$ cat src/rtl/cmos_capture_ctrl_pkg.sv
// Shared state encoding, default geometry and helpers for the OV5640 DVP capture sequencer.
package cmos_ctrl_pkg;

    typedef enum logic [2:0] {
        IDLE    = 3'd0,
        SKIP    = 3'd1,
        ARMED   = 3'd2,
        CAPTURE = 3'd3
    } cap_state_t;

    localparam int DEF_H_PIXELS    = 1280;
    localparam int DEF_V_LINES     = 720;
    localparam int DEF_SKIP_FRAMES = 10;
    localparam int DEF_CNT_W       = 12;
    localparam int FRAME_CNT_W     = 16;
    localparam int SKIP_CNT_W      = 16;

    // RGB565 arrives as two bytes per pixel on the 8-bit DVP bus.
    function automatic int exp_line_bytes(input int h_pixels);
        return 2 * h_pixels;
    endfunction

endpackage

$ cat src/rtl/cmos_capture_ctrl_if.sv
// Control/status and sensor-side signal bundle of the capture sequencer.
interface cmos_capture_ctrl_if import cmos_ctrl_pkg::*; #(
    parameter int CNT_W = DEF_CNT_W
);
    logic                   cfg_done_i;
    logic                   cap_start_i;
    logic                   cap_stop_i;
    logic                   single_shot_i;
    logic                   err_clr_i;
    logic                   vs_i;
    logic                   de_i;
    logic                   cap_de_o;
    logic                   cap_vs_o;
    logic                   sof_o;
    logic                   eof_o;
    logic [FRAME_CNT_W-1:0] frame_cnt_o;
    logic [CNT_W-1:0]       line_cnt_o;
    logic                   err_len_o;
    logic                   err_lines_o;
    logic                   busy_o;
    logic [2:0]             state_o;

    modport master (
        output cfg_done_i, cap_start_i, cap_stop_i, single_shot_i, err_clr_i, vs_i, de_i,
        input  cap_de_o, cap_vs_o, sof_o, eof_o, frame_cnt_o, line_cnt_o,
               err_len_o, err_lines_o, busy_o, state_o
    );

    modport slave (
        input  cfg_done_i, cap_start_i, cap_stop_i, single_shot_i, err_clr_i, vs_i, de_i,
        output cap_de_o, cap_vs_o, sof_o, eof_o, frame_cnt_o, line_cnt_o,
               err_len_o, err_lines_o, busy_o, state_o
    );
endinterface

$ cat src/rtl/cmos_capture_ctrl_timing_chk.sv
// Byte/line geometry checker: admits only whole lines started while capturing and flags bad lengths.
module cmos_timing_chk import cmos_ctrl_pkg::*; #(
    parameter int H_PIXELS = DEF_H_PIXELS,
    parameter int V_LINES  = DEF_V_LINES,
    parameter int CNT_W    = DEF_CNT_W
) (
    input  logic             pclk,
    input  logic             rst_n,
    input  logic             de_i,
    input  logic             cap_en_i,
    input  logic             frame_end_i,
    input  logic             err_clr_i,
    output logic             cap_de_o,
    output logic [CNT_W-1:0] line_cnt_o,
    output logic             err_len_o,
    output logic             err_lines_o
);
    localparam logic [CNT_W:0]   EXP_BYTES = (CNT_W+1)'(exp_line_bytes(H_PIXELS));
    localparam logic [CNT_W-1:0] EXP_LINES = CNT_W'(V_LINES);

    logic             r_de;
    logic             r_cap_de;
    logic [CNT_W:0]   r_byte_cnt;
    logic [CNT_W-1:0] r_line_cnt;
    logic             r_err_len;
    logic             r_err_lines;

    logic w_de_rise;
    logic w_de_fall;
    logic w_gate;
    logic w_line_end;
    logic w_len_bad;
    logic w_lines_bad;

    // A byte passes only if its line began inside capture; the previous gate doubles as the line-admitted flag.
    assign w_de_rise   = de_i & ~r_de;
    assign w_de_fall   = ~de_i & r_de;
    assign w_gate      = de_i & cap_en_i & (w_de_rise | r_cap_de);
    assign w_line_end  = w_de_fall & r_cap_de;
    assign w_len_bad   = w_line_end & (r_byte_cnt != EXP_BYTES);
    assign w_lines_bad = frame_end_i & (r_line_cnt != EXP_LINES);

    always_ff @(posedge pclk) begin
        if (!rst_n) begin
            r_de        <= 1'b0;
            r_cap_de    <= 1'b0;
            r_byte_cnt  <= '0;
            r_line_cnt  <= '0;
            r_err_len   <= 1'b0;
            r_err_lines <= 1'b0;
        end else begin
            r_de     <= de_i;
            r_cap_de <= w_gate;

            if (!cap_en_i || w_line_end)
                r_byte_cnt <= '0;
            else if (w_gate && !(&r_byte_cnt))
                r_byte_cnt <= r_byte_cnt + 1'b1;

            if (!cap_en_i || frame_end_i)
                r_line_cnt <= '0;
            else if (w_line_end && !(&r_line_cnt))
                r_line_cnt <= r_line_cnt + 1'b1;

            // A new error in the same cycle as a clear must survive.
            r_err_len   <= (r_err_len & ~err_clr_i) | w_len_bad;
            r_err_lines <= (r_err_lines & ~err_clr_i) | w_lines_bad;
        end
    end

    assign cap_de_o    = r_cap_de;
    assign line_cnt_o  = r_line_cnt;
    assign err_len_o   = r_err_len;
    assign err_lines_o = r_err_lines;
endmodule

$ cat src/rtl/cmos_capture_ctrl.sv
// Frame-level capture sequencer: skips warm-up frames, then admits whole frames to the RGB565 packer.
module cmos_capture_ctrl import cmos_ctrl_pkg::*; #(
    parameter int H_PIXELS    = DEF_H_PIXELS,
    parameter int V_LINES     = DEF_V_LINES,
    parameter int SKIP_FRAMES = DEF_SKIP_FRAMES,
    parameter int CNT_W       = DEF_CNT_W
) (
    input logic                pclk,
    input logic                rst_n,
    cmos_capture_ctrl_if.slave bus
);
    cap_state_t             r_state;
    cap_state_t             w_state_nxt;
    logic                   r_vs;
    logic                   r_stop_pend;
    logic                   r_sof;
    logic                   r_eof;
    logic                   r_cap_vs;
    logic                   r_busy;
    logic [SKIP_CNT_W-1:0]  r_skip_cnt;
    logic [FRAME_CNT_W-1:0] r_frame_cnt;

    logic             w_vs_rise;
    logic             w_last_skip;
    logic             w_enter;
    logic             w_frame_end;
    logic             w_sof;
    logic             w_cap_en;
    logic             w_cap_de;
    logic [CNT_W-1:0] w_line_cnt;
    logic             w_err_len;
    logic             w_err_lines;

    assign w_vs_rise   = bus.vs_i & ~r_vs;
    assign w_last_skip = (r_skip_cnt == SKIP_CNT_W'(SKIP_FRAMES - 1));

    // Loss of sensor configuration overrides every other transition and suppresses the frame-end strobe.
    always_comb begin
        w_state_nxt = r_state;
        w_enter     = 1'b0;
        w_frame_end = 1'b0;
        w_sof       = 1'b0;
        if (!bus.cfg_done_i) begin
            w_state_nxt = IDLE;
        end else begin
            case (r_state)
                IDLE: begin
                    if (bus.cap_start_i && !bus.cap_stop_i) begin
                        w_enter     = 1'b1;
                        w_state_nxt = (SKIP_FRAMES == 0) ? ARMED : SKIP;
                    end
                end
                SKIP: begin
                    if (bus.cap_stop_i)
                        w_state_nxt = IDLE;
                    else if (w_vs_rise && w_last_skip)
                        w_state_nxt = ARMED;
                end
                ARMED: begin
                    if (bus.cap_stop_i) begin
                        w_state_nxt = IDLE;
                    end else if (w_vs_rise) begin
                        w_state_nxt = CAPTURE;
                        w_sof       = 1'b1;
                    end
                end
                CAPTURE: begin
                    if (w_vs_rise) begin
                        w_frame_end = 1'b1;
                        if (r_stop_pend || bus.cap_stop_i || bus.single_shot_i)
                            w_state_nxt = IDLE;
                        else
                            w_sof = 1'b1;
                    end
                end
                default: w_state_nxt = IDLE;
            endcase
        end
    end

    // Gating follows the state being entered so outputs drop on the same edge as a forced return to IDLE.
    assign w_cap_en = (w_state_nxt == CAPTURE);

    always_ff @(posedge pclk) begin
        if (!rst_n) begin
            r_state     <= IDLE;
            r_vs        <= 1'b0;
            r_stop_pend <= 1'b0;
            r_sof       <= 1'b0;
            r_eof       <= 1'b0;
            r_cap_vs    <= 1'b0;
            r_busy      <= 1'b0;
            r_skip_cnt  <= '0;
            r_frame_cnt <= '0;
        end else begin
            r_state  <= w_state_nxt;
            r_vs     <= bus.vs_i;
            r_sof    <= w_sof;
            r_eof    <= w_frame_end;
            r_cap_vs <= bus.vs_i & ((w_state_nxt == ARMED) || (w_state_nxt == CAPTURE));
            r_busy   <= (w_state_nxt != IDLE);
            if (w_enter) begin
                r_skip_cnt  <= '0;
                r_stop_pend <= 1'b0;
                r_frame_cnt <= '0;
            end else begin
                if (r_state == SKIP && w_vs_rise)
                    r_skip_cnt <= r_skip_cnt + 1'b1;
                if (r_state == CAPTURE && bus.cap_stop_i)
                    r_stop_pend <= 1'b1;
                if (w_frame_end)
                    r_frame_cnt <= r_frame_cnt + 1'b1;
            end
        end
    end

    cmos_timing_chk #(
        .H_PIXELS (H_PIXELS),
        .V_LINES  (V_LINES),
        .CNT_W    (CNT_W)
    ) u_timing_chk (
        .pclk        (pclk),
        .rst_n       (rst_n),
        .de_i        (bus.de_i),
        .cap_en_i    (w_cap_en),
        .frame_end_i (w_frame_end),
        .err_clr_i   (bus.err_clr_i),
        .cap_de_o    (w_cap_de),
        .line_cnt_o  (w_line_cnt),
        .err_len_o   (w_err_len),
        .err_lines_o (w_err_lines)
    );

    assign bus.cap_de_o    = w_cap_de;
    assign bus.cap_vs_o    = r_cap_vs;
    assign bus.sof_o       = r_sof;
    assign bus.eof_o       = r_eof;
    assign bus.frame_cnt_o = r_frame_cnt;
    assign bus.line_cnt_o  = w_line_cnt;
    assign bus.err_len_o   = w_err_len;
    assign bus.err_lines_o = w_err_lines;
    assign bus.busy_o      = r_busy;
    assign bus.state_o     = r_state;
endmodule

$ cat src/flat_wrapper.sv
// flat-port wrapper written by rule: the top's interface ports become plain ports
module cmos_capture_ctrl_flat import cmos_ctrl_pkg::*;
#(
    parameter int H_PIXELS    = DEF_H_PIXELS,
    parameter int V_LINES     = DEF_V_LINES,
    parameter int SKIP_FRAMES = DEF_SKIP_FRAMES,
    parameter int CNT_W       = DEF_CNT_W
)
  (pclk, rst_n, bus_cfg_done_i, bus_cap_start_i, bus_cap_stop_i, bus_single_shot_i, bus_err_clr_i, bus_vs_i, bus_de_i, bus_cap_de_o, bus_cap_vs_o, bus_sof_o, bus_eof_o, bus_frame_cnt_o, bus_line_cnt_o, bus_err_len_o, bus_err_lines_o, bus_busy_o, bus_state_o);
  cmos_capture_ctrl_if #(.CNT_W(CNT_W)) bus_i ();
  input logic pclk;
  input logic rst_n;
  input wire logic [$bits(bus_i.cfg_done_i)-1:0] bus_cfg_done_i;
  input wire logic [$bits(bus_i.cap_start_i)-1:0] bus_cap_start_i;
  input wire logic [$bits(bus_i.cap_stop_i)-1:0] bus_cap_stop_i;
  input wire logic [$bits(bus_i.single_shot_i)-1:0] bus_single_shot_i;
  input wire logic [$bits(bus_i.err_clr_i)-1:0] bus_err_clr_i;
  input wire logic [$bits(bus_i.vs_i)-1:0] bus_vs_i;
  input wire logic [$bits(bus_i.de_i)-1:0] bus_de_i;
  output wire logic [$bits(bus_i.cap_de_o)-1:0] bus_cap_de_o;
  output wire logic [$bits(bus_i.cap_vs_o)-1:0] bus_cap_vs_o;
  output wire logic [$bits(bus_i.sof_o)-1:0] bus_sof_o;
  output wire logic [$bits(bus_i.eof_o)-1:0] bus_eof_o;
  output wire logic [$bits(bus_i.frame_cnt_o)-1:0] bus_frame_cnt_o;
  output wire logic [$bits(bus_i.line_cnt_o)-1:0] bus_line_cnt_o;
  output wire logic [$bits(bus_i.err_len_o)-1:0] bus_err_len_o;
  output wire logic [$bits(bus_i.err_lines_o)-1:0] bus_err_lines_o;
  output wire logic [$bits(bus_i.busy_o)-1:0] bus_busy_o;
  output wire logic [$bits(bus_i.state_o)-1:0] bus_state_o;
  assign bus_i.cfg_done_i = bus_cfg_done_i;
  assign bus_i.cap_start_i = bus_cap_start_i;
  assign bus_i.cap_stop_i = bus_cap_stop_i;
  assign bus_i.single_shot_i = bus_single_shot_i;
  assign bus_i.err_clr_i = bus_err_clr_i;
  assign bus_i.vs_i = bus_vs_i;
  assign bus_i.de_i = bus_de_i;
  assign bus_cap_de_o = bus_i.cap_de_o;
  assign bus_cap_vs_o = bus_i.cap_vs_o;
  assign bus_sof_o = bus_i.sof_o;
  assign bus_eof_o = bus_i.eof_o;
  assign bus_frame_cnt_o = bus_i.frame_cnt_o;
  assign bus_line_cnt_o = bus_i.line_cnt_o;
  assign bus_err_len_o = bus_i.err_len_o;
  assign bus_err_lines_o = bus_i.err_lines_o;
  assign bus_busy_o = bus_i.busy_o;
  assign bus_state_o = bus_i.state_o;
  cmos_capture_ctrl #(.H_PIXELS(H_PIXELS), .V_LINES(V_LINES), .SKIP_FRAMES(SKIP_FRAMES), .CNT_W(CNT_W)) u_core (.pclk(pclk), .rst_n(rst_n), .bus(bus_i));
endmodule
$ cat config.mk
export PLATFORM = sky130hd
export DESIGN_NAME = cmos_capture_ctrl_flat
export DESIGN_NICKNAME = d
export VERILOG_FILES = /design/src/rtl/cmos_capture_ctrl_pkg.sv /design/src/rtl/cmos_capture_ctrl_if.sv /design/src/rtl/cmos_capture_ctrl_timing_chk.sv /design/src/rtl/cmos_capture_ctrl.sv /design/src/flat_wrapper.sv
export SDC_FILE = /design/constraint.sdc
export NUM_CORES = 1
export LEC_CHECK = 0
export CAP_MARGIN = 20
export CORE_MARGIN = 2
export CORE_UTILIZATION = 55
export CTS_CLUSTER_DIAMETER = 120
export DETAILED_ROUTE_END_ITERATION = 8
export GPL_TIMING_DRIVEN = 0
export PLACE_DENSITY_LB_ADDON = 0.15
export SLEW_MARGIN = 0
export SYNTH_ARGS = -nofsm -noshare
export SYNTH_HDL_FRONTEND = slang
export SYNTH_SLANG_ARGS = --single-unit
$ cat constraint.sdc
create_clock -name pclk -period 4.8 [get_ports pclk]
set_input_delay 0.48 -clock pclk [delete_from_list [all_inputs] [get_ports pclk]]
set_output_delay 0.48 -clock pclk [all_outputs]
set_load 0.005 [all_outputs]
==> run_results.csv <==
group,metric,value,unit
yosys,async_flop_share,0,%
clock_network,cts_buffers,9,
grt,grt_antenna_before_repair,0,
clock_network,clock-root-buffer,"clkbuf_8",
hold_path,min_to,"u_core.u_timing_chk.err_lines_o",
grt,grt_overflow,0,
yosys,synth_top_cell_area_share,42.3,%
route,wl_per_cell,13.6,microns
worst_setup_path,crit_family,"simple AND/OR/NAND/NOR gates",
cells_and_area,antenna_cells,0,
worst_setup_path,worstPathMaxFanout,10,
hold_path,min_from,"u_core.u_timing_chk.err_lines_o",
yosys,avgSynthCellArea,8.72,sq um
sta,finalClockSkew,0.00794,ns
worst_setup_path,crit_path_top_delay_cell,"clkdlybuf4s50_1",
worst_setup_path,reg2reg_slack,2.73,ns
yosys,synth_common_cells,"dfxtp_1 (70), nor2_1 (51), nand2_1 (28)",
grt,grt_pass1_wl,11700,microns
worst_setup_path,setup.worst_path.start_class,"primary input",
clock_network,htreeDepth,3,
floorplanning,die_w,81.6,microns
power,p_total,1.01,mW
route,drtIter0Drc,114,
cells_and_area,area_delta_synth_final,21.2,%
sta,slew_violations,0,
clock_network,clkSlewWorstSetupHoldPaths,0.07,ns
worst_setup_path,slowest_delay,0.60,ns
grt,grt_use_met2,35.0,%
status,status,"complete, no violations",
floorplanning,dieArea,6660,sq um
sta,tightest_slew,0.922,ns
sta,hold_viol_final,0,
grt,gr-usage-met1,30.0,%
route,drt_pass1_iterations,4,
grt,grt-busiest-layer,"met2",
sta,finalSetupViolations,0,
grt,met3_usage,5.38,%
clock_network,tritoncts,"yes",
sta,final.setup.tns,0,ns
sta,slew_headroom,37.6,%
yosys,synthDistinctLibCells,51,
clock_network,hold_buffers,0,
grt,grt_usage,22.8,%
hold_path,holdPathStages,2,
run,cap_violations,0,
floorplanning,num_rows,28,
yosys,synthFlopType,"dfxtp_1",
clock_network,clkLatencyLatePin,0.35,ns
yosys,synthesis.nets,396,
worst_setup_path,cp.arrival,2.57,ns
floorplanning,core,5890,sq um
worst_setup_path,critPathCaptureType,"flop",
clock_network,cts_buffer_depth,2,
placement,post-dp-hpwl,5120,microns
clock_network,ctsResizeCount,0,
hold_path,hold_class,"reg2reg",
yosys,synth_cells,380,
route,vias,2870,
worst_setup_path,r2r-end,"u_core.u_timing_chk.line_cnt_o[1]",
placement,dpl_cell_area,3870,sq um
floorplanning,start_util,56.3,%
worst_setup_path,cp_data_required_time,5.09,ns
route,drc_errors,0,
yosys,yosysSeqAreaShare,42.3,%
yosys,ys_top_cells_by_area,"dfxtp_1 (42%), xnor2_1 (5.8%), nor2_1 (5.8%), xor2_1 (4.8%), nand2_1 (3.2%)",
cells_and_area,fillCellCount,504,
yosys,synth_area,3310,sq um
placement,finalWeightedCongestion,0.804,
sta,post-route-period-util,47.5,%
worst_setup_path,cp_num_buf_inv,2,
route,routed_wl,7040,microns
clock_network,clock-sinks,70,
sta,max_freq,439,MHz
worst_setup_path,regToRegStartpoint,"u_core.u_timing_chk.line_cnt_o[0]",
grt,grt_max_degree,11,
cells_and_area,utilization,68.2,%
yosys,synth.most_common_cell,"dfxtp_1",
power,cellPowerDensity,251,nW/um^2
sta,rsz0062_at_grt,"no",
grt,grt_pass1_vias,2607,
cells_and_area,final_cell_area,4020,sq um
floorplanning,num_io_pins,47,
clock_network,postCtsSetupBuffers,0,
placement,io_buffers,46,
worst_setup_path,path_cells,"clkdlybuf4s50_1, nor3b_1, a22o_1, nand3_1, buf_2, or4_1, nand2_1",
worst_setup_path,reg2reg_depth,6,
cells_and_area,drive_gt1_share,7.03,%
yosys,ys_ff_latch,70,
power,p_leak,1.29,nW
cells_and_area,nets,453,
sta,holdWs,0.508,ns
power,ir_drop,183,uV
route,final_antenna_net_count,0,
yosys,synth_edf_count,0,
worst_setup_path,critical_path_class,"in2reg",
yosys,synth.largest_area_cell,"dfxtp_1",
yosys,yosysWarnings,0,
route,routed_via_density,5.56,
sta,period_needed,2.28,ns
floorplanning,die_y,81.6,microns
-- per-stage QoR --
step	setup slack [ns]	std cells
floorplan	2.95	380
CTS	2.54	516
global route	2.39	516
detailed placement	2.20	501
global placement	2.22	501
finish	2.52	516
-- worst max path at each step --
stage                                        endpoint  slack, ns                         startpoint  cells after the start
finish              u_core.u_timing_chk.r_byte_cnt[2]       2.52                           bus_vs_i                      7
global placement    u_core.u_timing_chk.r_byte_cnt[2]       2.22                           bus_vs_i                      7
floorplan           u_core.u_timing_chk.r_byte_cnt[7]       2.95  u_core.u_timing_chk.r_byte_cnt[0]                      6
CTS                 u_core.u_timing_chk.r_byte_cnt[2]       2.54                           bus_vs_i                      7
global route        u_core.u_timing_chk.r_byte_cnt[6]       2.39                           bus_vs_i                      7
detailed placement  u_core.u_timing_chk.r_byte_cnt[4]       2.20                           bus_vs_i                      7
-- state kept, by name (all words and copies together) (netlist names), 3 cells and up --
signal,flops
u_core.r_skip_cnt,16
u_core.bus.state_o,3
u_core.bus.frame_cnt_o,16
u_core.u_timing_chk.line_cnt_o,12
u_core.u_timing_chk.r_byte_cnt,13
-- worst reg2reg max path: stages (launching register included) --
cell and delay (ns):
dfxtp_1 0.42, ha_1 0.22, nand4_1 0.13, nor4b_1 0.79, nor2_1 0.17, mux2i_1 0.19, nor2_1 0.05
-- metal layers --
| metal | wire (microns) | up-vias | part of all wire [%] |
|---|---|---|---|
| met5 | 0 | - | 0 |
| met4 | 168 | 0 | 2.4 |
| met3 | 343 | 13 | 4.9 |
| met2 | 3040 | 70 | 43 |
| met1 | 3480 | 1324 | 49 |
| li1 | - | 1463 | - |
-- report_power, final --
group,switching (mW),internal (mW)
combinational,0.0172,0.0132
sequential,0.00138,0.582
clock,0.210,0.184
-- cell usage in the layout, fill, tap and decap left out, types with 6 or more instances in the layout --
cell,n
a21oi_1,13
and3_1,8
and4_1,7
clkbuf_1,9
clkbuf_8,9
clkdlybuf4s50_1,46
dfxtp_1,70
ha_1,7
inv_1,12
nand2_1,28
nand3_1,17
nand4_1,15
nor2_1,51
nor3_1,13
nor4_1,9
o21ai_0,9
or3_1,6
or4_1,6
xnor2_1,22
xor2_1,18
-- final cells by class --
| cell class | instances | area, sq um | area share [%] |
|---|---|---|---|
| Multi-Input combinational cell | 289 | 1830 | 45.5 |
| Sequential cell | 70 | 1400 | 34.9 |
| Timing Repair Buffer | 46 | 460 | 11.5 |
| Clock buffer | 13 | 139 | 3.46 |
| Tap cell | 75 | 93.8 | 2.34 |
| Inverter | 12 | 45.0 | 1.12 |
| Buffer | 9 | 38.8 | 0.966 |
| Clock inverter | 2 | 10.0 | 0.249 |
-- cell families after synthesis --
kind of cell	synth area share [%]
AOI/OAI and AO/OA	6.76
xor gates and xnor gates	10.6
adders and majority gates	2.64
buffers and inverters	2.53
DFF	42.3
muxes	1.21
other	0.113
and+or+nand+nor	33.9
(Power assumes the default switching activity.)
